### src/rtl/divider_pkg.sv
`default_nettype none
// ============================================================================
// Module  : divider_pkg
// Brief   : State encodings, handshake levels and helpers for the divider.
// Rev     : 1.0  initial release
// ============================================================================
package divider_pkg;

   localparam int unsigned c_DATA_W = 32;
   localparam logic [5:0]  c_ITER_LAST = 6'd32;

   typedef enum logic [1:0] {
      DIV_FREE    = 2'b00,
      DIV_BY_ZERO = 2'b01,
      DIV_ON      = 2'b10,
      DIV_END     = 2'b11
   } div_state_e;

   localparam logic DIV_RESULT_READY     = 1'b1;
   localparam logic DIV_RESULT_NOT_READY = 1'b0;
   localparam logic DIV_START            = 1'b1;
   localparam logic DIV_STOP             = 1'b0;

   // Two's-complement magnitude when the operand is treated as signed.
   function automatic logic [c_DATA_W-1:0] mag(input logic [c_DATA_W-1:0] v,
                                               input logic is_signed);
      return (is_signed && v[c_DATA_W-1]) ? (~v + 1'b1) : v;
   endfunction

endpackage
`default_nettype wire

### src/rtl/divider_if.sv
`default_nettype none
// ============================================================================
// Module  : divider_if
// Brief   : EX-stage <-> divider request/result bundle.
// Rev     : 1.0  initial release
// ============================================================================
interface divider_if;
   logic        signed_div_i;
   logic [31:0] opdata1_i;
   logic [31:0] opdata2_i;
   logic        start_i;
   logic        annul_i;
   logic [63:0] result_o;
   logic        ready_o;

   modport master (
      output signed_div_i, opdata1_i, opdata2_i, start_i, annul_i,
      input  result_o, ready_o
   );

   modport slave (
      input  signed_div_i, opdata1_i, opdata2_i, start_i, annul_i,
      output result_o, ready_o
   );
endinterface
`default_nettype wire

### src/rtl/divider_div_step.sv
`default_nettype none
// ============================================================================
// Module  : div_step
// Brief   : One restoring-division iteration on the 65-bit dividend register.
// Rev     : 1.0  initial release
// ============================================================================
module div_step (
   input  logic [64:0] i_dividend,
   input  logic [31:0] i_divisor,
   output logic [64:0] o_dividend
);

   logic        w_borrow;
   logic [31:0] w_diff;

   // Minuend is the full 33-bit {remainder, next bit} so divisors above 2^31 stay exact.
   assign w_borrow = i_dividend[64:32] < {1'b0, i_divisor};
   assign w_diff   = i_dividend[63:32] - i_divisor;

   always_comb begin
      o_dividend = {i_dividend[63:0], 1'b0};
      if (!w_borrow) begin
         o_dividend = {w_diff, i_dividend[31:0], 1'b1};
      end
   end

endmodule
`default_nettype wire

### src/rtl/divider.sv
`default_nettype none
// ============================================================================
// Module  : divider
// Brief   : 32-bit radix-2 restoring divider (DIV/DIVU), one bit per clock.
//           DIV_EARLY_TERM_EN: finish immediately when |dividend| < |divisor|.
// Rev     : 1.0  initial release
// ============================================================================
module divider
   import divider_pkg::*;
(
   input  wire logic clk,
   input  wire logic rst,
   divider_if.slave  bus
);

   div_state_e  r_state,    w_state_nxt;
   logic [64:0] r_dividend, w_dividend_nxt, w_step;
   logic [31:0] r_divisor,  w_divisor_nxt;
   logic [5:0]  r_cnt,      w_cnt_nxt;
   logic        r_op1_neg,  w_op1_neg_nxt;
   logic        r_op2_neg,  w_op2_neg_nxt;
   logic        r_signed,   w_signed_nxt;
   logic [63:0] r_result,   w_result_nxt;
   logic        r_ready,    w_ready_nxt;
   logic [31:0] w_op1_abs, w_op2_abs, w_quot, w_rem;

   assign w_op1_abs = mag(bus.opdata1_i, bus.signed_div_i);
   assign w_op2_abs = mag(bus.opdata2_i, bus.signed_div_i);

   assign w_quot = (r_signed && (r_op1_neg ^ r_op2_neg)) ? (~r_dividend[31:0] + 1'b1)
                                                         : r_dividend[31:0];
   assign w_rem  = (r_signed && r_op1_neg) ? (~r_dividend[64:33] + 1'b1)
                                           : r_dividend[64:33];

   div_step u_step (
      .i_dividend (r_dividend),
      .i_divisor  (r_divisor),
      .o_dividend (w_step)
   );

   always_ff @(posedge clk) begin
      if (rst) begin
         r_state    <= DIV_FREE;
         r_dividend <= '0;
         r_divisor  <= '0;
         r_cnt      <= '0;
         r_op1_neg  <= 1'b0;
         r_op2_neg  <= 1'b0;
         r_signed   <= 1'b0;
         r_result   <= '0;
         r_ready    <= DIV_RESULT_NOT_READY;
      end else begin
         r_state    <= w_state_nxt;
         r_dividend <= w_dividend_nxt;
         r_divisor  <= w_divisor_nxt;
         r_cnt      <= w_cnt_nxt;
         r_op1_neg  <= w_op1_neg_nxt;
         r_op2_neg  <= w_op2_neg_nxt;
         r_signed   <= w_signed_nxt;
         r_result   <= w_result_nxt;
         r_ready    <= w_ready_nxt;
      end
   end

   always_comb begin
      w_state_nxt    = r_state;
      w_dividend_nxt = r_dividend;
      w_divisor_nxt  = r_divisor;
      w_cnt_nxt      = r_cnt;
      w_op1_neg_nxt  = r_op1_neg;
      w_op2_neg_nxt  = r_op2_neg;
      w_signed_nxt   = r_signed;
      w_result_nxt   = r_result;
      w_ready_nxt    = r_ready;

      case (r_state)
         DIV_FREE: begin
            if (bus.start_i == DIV_START && !bus.annul_i) begin
               if (bus.opdata2_i == '0) begin
                  w_state_nxt = DIV_BY_ZERO;
`ifdef DIV_EARLY_TERM_EN
               end else if (w_op1_abs < w_op2_abs) begin
                  w_state_nxt  = DIV_END;
                  w_result_nxt = {bus.opdata1_i, 32'h0};
                  w_ready_nxt  = DIV_RESULT_READY;
`endif
               end else begin
                  w_state_nxt    = DIV_ON;
                  w_op1_neg_nxt  = bus.opdata1_i[31];
                  w_op2_neg_nxt  = bus.opdata2_i[31];
                  w_signed_nxt   = bus.signed_div_i;
                  w_divisor_nxt  = w_op2_abs;
                  w_dividend_nxt = {32'h0, w_op1_abs, 1'b0};
                  w_cnt_nxt      = '0;
               end
            end
         end
         DIV_BY_ZERO: begin
            w_state_nxt  = DIV_END;
            w_result_nxt = '0;
            w_ready_nxt  = DIV_RESULT_READY;
         end
         DIV_ON: begin
            if (bus.annul_i) begin
               w_state_nxt  = DIV_FREE;
               w_result_nxt = '0;
               w_ready_nxt  = DIV_RESULT_NOT_READY;
            end else if (r_cnt == c_ITER_LAST) begin
               w_state_nxt  = DIV_END;
               w_result_nxt = {w_rem, w_quot};
               w_ready_nxt  = DIV_RESULT_READY;
            end else begin
               w_dividend_nxt = w_step;
               w_cnt_nxt      = r_cnt + 6'd1;
            end
         end
         DIV_END: begin
            // Result stays up until EX drops the request.
            if (bus.start_i == DIV_STOP) begin
               w_state_nxt  = DIV_FREE;
               w_result_nxt = '0;
               w_ready_nxt  = DIV_RESULT_NOT_READY;
            end
         end
         default: begin
            w_state_nxt = DIV_FREE;
         end
      endcase
   end

   assign bus.result_o = r_result;
   assign bus.ready_o  = r_ready;

endmodule
`default_nettype wire
### src/flat_wrapper.sv
// flat-port wrapper written by rule: the top's interface ports become plain ports
module divider_flat import divider_pkg::*;
  (clk, rst, bus_signed_div_i, bus_opdata1_i, bus_opdata2_i, bus_start_i, bus_annul_i, bus_result_o, bus_ready_o);
  divider_if bus_i ();
  input  wire logic clk;
  input  wire logic rst;
  input wire logic [$bits(bus_i.signed_div_i)-1:0] bus_signed_div_i;
  input wire logic [$bits(bus_i.opdata1_i)-1:0] bus_opdata1_i;
  input wire logic [$bits(bus_i.opdata2_i)-1:0] bus_opdata2_i;
  input wire logic [$bits(bus_i.start_i)-1:0] bus_start_i;
  input wire logic [$bits(bus_i.annul_i)-1:0] bus_annul_i;
  output wire logic [$bits(bus_i.result_o)-1:0] bus_result_o;
  output wire logic [$bits(bus_i.ready_o)-1:0] bus_ready_o;
  assign bus_i.signed_div_i = bus_signed_div_i;
  assign bus_i.opdata1_i = bus_opdata1_i;
  assign bus_i.opdata2_i = bus_opdata2_i;
  assign bus_i.start_i = bus_start_i;
  assign bus_i.annul_i = bus_annul_i;
  assign bus_result_o = bus_i.result_o;
  assign bus_ready_o = bus_i.ready_o;
  divider u_core (.clk(clk), .rst(rst), .bus(bus_i));
endmodule
### config.mk
export PLATFORM = sky130hd
export DESIGN_NAME = divider_flat
export DESIGN_NICKNAME = d
export VERILOG_FILES = /design/src/rtl/divider_pkg.sv /design/src/rtl/divider_if.sv /design/src/rtl/divider_div_step.sv /design/src/rtl/divider.sv /design/src/flat_wrapper.sv
export SDC_FILE = /design/constraint.sdc
export NUM_CORES = 1
export LEC_CHECK = 0
export CORE_ASPECT_RATIO = 1.4
export CORE_MARGIN = 1
export CORE_UTILIZATION = 51
export DETAILED_ROUTE_END_ITERATION = 8
export PLACE_DENSITY = 0.77
export SYNTH_ARGS = -nofsm -noshare
export SYNTH_HDL_FRONTEND = slang
export SYNTH_SLANG_ARGS = --single-unit
export TNS_END_PERCENT = 30
### constraint.sdc
create_clock -name clk -period 3.5 [get_ports clk]
set_input_delay 1.05 -clock clk [delete_from_list [all_inputs] [get_ports clk]]
set_output_delay 1.05 -clock clk [all_outputs]
set_load 0.05 [all_outputs]
* Word level (Yosys, flattened, before mapping)
Index checks and enable logic that the tools add are counted.
** Word-level totals
- Register bits after elaboration :: 173
- Input port bits :: 69
** Cells by class
- Add/sub/neg operators :: 6
- Order comparisons :: 1
- Equal/unequal tests :: 10
- Muxes and demuxes :: 29
- Bitwise logic cells :: 6
- Reductions and logical operators :: 14
** Operators with widths (number)
- 65-bit 2-to-1 mux :: 5
- 64-bit 2-to-1 mux :: 3
- 64-bit case mux with 3 select lines :: 1
- 65-bit case mux with 2 select lines :: 1
- 32-bit by 1-bit adder with 32-bit output (second input constant) :: 4
- 32-bit 2-to-1 mux :: 4
- 32-bit inverter :: 4
- 33-bit by 32-bit < comparator with 1-bit output :: 1
- 32-bit zero test :: 1
- 32-bit subtractor :: 1
- 6-bit 2-to-1 mux :: 4
- 6-bit case mux with 2 select lines :: 1
- 2-bit 2-to-1 mux :: 5
- 3-bit AND reduction :: 3
- 2-bit inequality test (second input constant) :: 4
- 2-bit case mux with 4 select lines :: 1
- 6-bit by 1-bit adder with 6-bit output (second input constant) :: 1
- 6-bit equality test (second input constant) :: 1
- 1-bit logical AND :: 5
- 5-bit AND reduction :: 1
- 2-bit equality test (second input constant) :: 2
- 1-bit 2-to-1 mux :: 3
- 3-bit by 2-bit inequality test with 1-bit output (second input constant) :: 1
- 1-bit case mux with 3 select lines :: 1
- 8 further kinds :: 8

* Longest topological paths before layout
- Depth after elaboration :: 6
- Gate-level depth with buffers :: 14
- Mapped depth without buffers :: 13

* By module
A second synthesis with hierarchy kept.
** Second synthesis, totals
- Cell total of the unflattened synthesis :: 1491
- Area, all modules :: 11477.3 µm²
** By module, submodules not included
- divider :: times used 1, cells each 1159, area each 9004.9 µm²
- div_step :: times used 1, cells each 332, area each 2472.4 µm²

* Worst setup path after synthesis
No wires, ideal clock.
- Kind :: input -> register
- Start :: in bus_opdata2_i[0]
- End :: reg u_core.r_dividend[23]
- Setup time :: 0.128 ns
- Data arrival time :: 3.279 ns
- Slack :: 0.094 ns
- Stages :: 14
- Cell sequence :: inv_1 ha_1 or3b_1 or3_1 clkbuf_1 nor3_4 nand4_2 and2_1 buf_6 nor2_8 buf_6 a211oi_1 a21oi_1 nor2_1
** On the way
- Longest elaborated chain between the ends :: 3
** Ends and longest elaborated chain
- start, declared :: line flat_wrapper.sv:9 : input wire logic [$bits(bus_i.opdata2_i)-1:0] bus_opdata2_i;
- 32-bit zero test :: line divider.sv:79 : if (bus.opdata2_i == '0) begin
- 2-bit inequality test (no source line)
- 5-bit AND reduction (no source line)
- end signal, assigned :: line divider.sv:54 : r_dividend <= w_dividend_nxt;
- end, declared :: line divider.sv:17 : logic [64:0] r_dividend, w_dividend_nxt, w_step;
No other way between the ends.
A chain may end at the register's enable or synchronous reset.

* Final worst setup path
- Start :: in bus_opdata2_i[7]
- End :: reg u_core.r_divisor[2]
** On the way
- Longest elaborated chain between the ends :: 3
** Ends and longest elaborated chain
- 32-bit zero test :: line divider.sv:79
- 1-bit inverter (no source line)
- 3-bit AND reduction (no source line)
- end signal, assigned :: line divider.sv:55 : r_divisor <= w_divisor_nxt;
- end, declared :: line divider.sv:18 : logic [31:0] r_divisor, w_divisor_nxt;
No other way between the ends.

==> results by group <==
Timing
  • Final setup viols: 0
  • Final worst-path cycle share: 0.963
  • Max-slew violation count: 0
  • Max_slew headroom: 0.435
  • Setup TNS: 0 ps
  • Final hold vios: 0
  • RSZ-0062 raised after global routing: false
  • Max Fclk: 0.297 GHz
  • Min Clock Period, post-route: 3370 ps
  • Tightest Pin Transition: between 800 and 900 ps
  • Clock Skew: 10.4 ps

Setup path
  • Critical Path End Type: register
  • CP most frequent cell: or4_4
  • CP max stage cell: or4_4
  • CP startpoint: bus_opdata2_i[7]
  • Worst setup SP type: primary input
  • CP peak stage delay: 530 ps
  • Critical Path Fanout Max: 26
  • WS Path Type: in2reg
  • Critical-path cell list: clkdlybuf4s50_1 -> or4_4 -> or4_4 -> nor3_4 -> nand4_2 -> nand2_1 -> buf_4 -> nor2_1 -> a211oi_1
  • Worst EP arrival: between 3000 and 4000 ps
  • WP data required: 3850 ps
  • Reg2reg start: u_core.r_dividend[32]

Power
  • Sw Pwr: 1460 µW
  • Comb pwr share: 0.179
  • Maximum vdd drop: 0.000353 V
  • Seq pwr share: 0.411
  • Sw Share: 0.289
  • Power Dens Cells: 375 nW/µm²
  • Clk pwr share: 0.410
  • P_int: 3590 µW
  • LEAKAGE: roughly 0.0052 µW

Floorplanning
  • Die height: 173 µm
  • Initial Util: 0.521
  • Placeable Area: approximately 21000 µm²
  • Num ports: 134
  • Die W: approximately 120 µm
  • Rows: between 60 and 70
  • Total die area: 21600 µm²

Clock tree
  • Hold_buf cts: 0
  • Clock Sinks: around 170
  • Post-CTS Resized: 0
  • Setup Buffers After CTS: 0
  • CTS max path bufs: 2
  • CTS root buf: clkbuf_16
  • TritonCTS clock tree: built
  • Num CTS Buffers: 17
  • H-tree depth: 4
  • Worst skew pair latency: 440 ps
  • Clk slew on worst S/H paths: 70 ps

GRT
  • Initial antenna violation count: 0
  • Grt met3 use: 0.0392
  • First-pass GRT wire length: 50.8 mm
  • Largest net degree at the start of global routing: 63
  • Met1 Use GR: 0.316
  • Vias in the first global route: 10300
  • Global route hottest layer: met2
  • Total Routing Usage GR: 0.287
  • Met2 Track Usage GR: 0.541
  • Total gr overflow: 0

Drt
  • Via count: 10767
  • Vias per inst: 5.82
  • # DRC: 0
  • Routed WL per cell: 16.6 µm
  • TritonRoute pass-1 iters: 5
  • DRT Wirelength: 30.7 mm
  • Initial DRC Count: roughly 790
  • Final ANT Viol Nets: 0

Placed design
  • GPL Wtd Cong: 0.934
  • # placed instances: ~1800
  • Final HPWL DP: approximately 24 mm
  • PortBufs: 133

Min path
  • Hold Path Class: reg2reg
  • Hold path start: u_core.bus.result_o[30]

Run
  • Max cap viols: 0

Cells and area
  • Leading cell type in the layout, fill and taps excluded: nand2_1
  • Most frequent cells in the layout: 174 x nand2_1, 173 x dfxtp_1, 149 x nor2_1
  • Layout Cells excl Fill: ~1900
  • Area grow syn2layout: 25.9%
  • Diodes inserted: 0
  • Share of cells above drive strength 1: 0.100
  • Final #Nets: ~1700

Yosys
  • Post-Synthesis Cells: 1411
  • Yosys warning count: 0
  • Sequential area share after synthesis: 0.324
  • Primary FF master, synth: dfxtp_1
  • EDFF count, synth: 0
  • Syn Nets: 1519
  • Fraction of registers with async set/reset: 0
  • Yosys reg bits: 173
  • Mapped Area: 10700 µm²
  • Distinct cells, synth: 65
  • Mean Syn Cell Area: 7.59 µm²

Outcome
  • Status: finished, final reports clean
[cell usage after synthesis (all sizes together), types with 3 or more instances]
cell    number  area (µm²)
buf         18         116
xnor2       64         561
or3         13        81.3
a211oi      35         263
nand3       26         130
ha          38         475
o211ai      31         233
o31ai       27         203
or4         16         135
nor2       152         592
a32oi        3        26.3
a21o         9        67.6
nor2b        8        50.1
or2          3        18.8
o21a         7        52.6
and2         9        56.3
nand2      174         653
a31oi       13        81.3
a21oi      141         706
o41ai       16         148
clkbuf      64         240
nor4         8        56.3
inv         60         225
nand4        7        50.1
a22oi        7        52.6
o21ai      102         510
nor3        47         246
mux2i        5        50.1
and3         5        31.3
xor2        81         709
a22o         9        78.8
dfxtp      173        3460
nand2b      10        62.6
o31a         4        35.0
[routing by layer]
| layer | share of wire | vias to the layer above |
|---|---|---|
| met3 | 0.037 | 73 |
| met4 | 0.033 | 0 |
| met2 | 0.53 | 303 |
| li1 | - | 5336 |
| met5 | 0 | - |
| met1 | 0.40 | 5055 |
[layout make-up]
type                            count  area, µm²
Sequential cell                   173       3460
Clock inverter                     14        193
Timing Repair Buffer              234       2140
Inverter                           60        225
Fill cell                        1773       7080
Multi-Input combinational cell   1096       6700
Tap cell                          256        320
Clock buffer                       18        439
[registers in the layout (all words and copies together), names as in the netlist]
signal / flops
u_core.bus.ready_o: 1
u_core.bus.result_o: 64
u_core.r_cnt: 6
u_core.r_dividend: 65
u_core.r_divisor: 32
u_core.r_op1_neg: 1
u_core.r_op2_neg: 1
u_core.r_signed: 1
u_core.r_state: 2
[path summary, 6_finish.rpt]
path / end / slack (ps) / cells past startpoint
worst max-delay path: u_core.r_divisor[2] / 130 / 9
worst min-delay path: u_core.bus.result_o[30] / 450 / 2
worst max register to register: u_core.r_dividend[63] / 290 / 13
worst min register to register: u_core.bus.result_o[30] / 450 / 2
[kinds of logic (layout without fill, tap and decap cells)]
group	after synthesis	in the layout	synth area share
buf+inv	142	326	0.0543
flops	173	173	0.324
fa+ha+maj	39	39	0.0463
xor+xnor	145	145	0.119
compound gates	423	423	0.245
simple gates	484	484	0.207
mux	5	5	0.00468
[power groups by stage]
| stage | logic [µW] | clock network [µW] | registers, µW |
|---|---|---|---|
| after global placement | 878 | 0 | 2120 |
| after CTS | 893 | 2080 | 2080 |
| after detailed placement | 887 | 0 | 2120 |
| after floorplan | 572 | 0 | 2110 |
| final | 902 | 2070 | 2080 |
| after global routing | 991 | 2170 | 2080 |
[critical path: cells and delay by family]
family | cells | cell delay (ps)
and+or+nand+nor | 6 | 1650
AOI/OAI and AO/OA | 1 | 240
buffers and inverters | 2 | 750
[stage by stage]
| step | total power (µW) | utilization | hold WS, ps | instance area (µm²) | setup slack, ps |
|---|---|---|---|---|---|
| after global placement | 3000 | 0.624 | 435 | 12800 | -273 |
| after CTS | 5050 | 0.654 | 453 | 13500 | 88.7 |
| after detailed placement | 3010 | 0.624 | 443 | 12800 | -372 |
| after global routing | 5240 | 0.656 | 484 | 13500 | 27.1 |
| final | 5050 | 0.656 | 449 | 13500 | 131 |
| after floorplan | 2680 | - | 432 | 10700 | 93.8 |
Note: power is estimated with default switching activity, not from simulation.
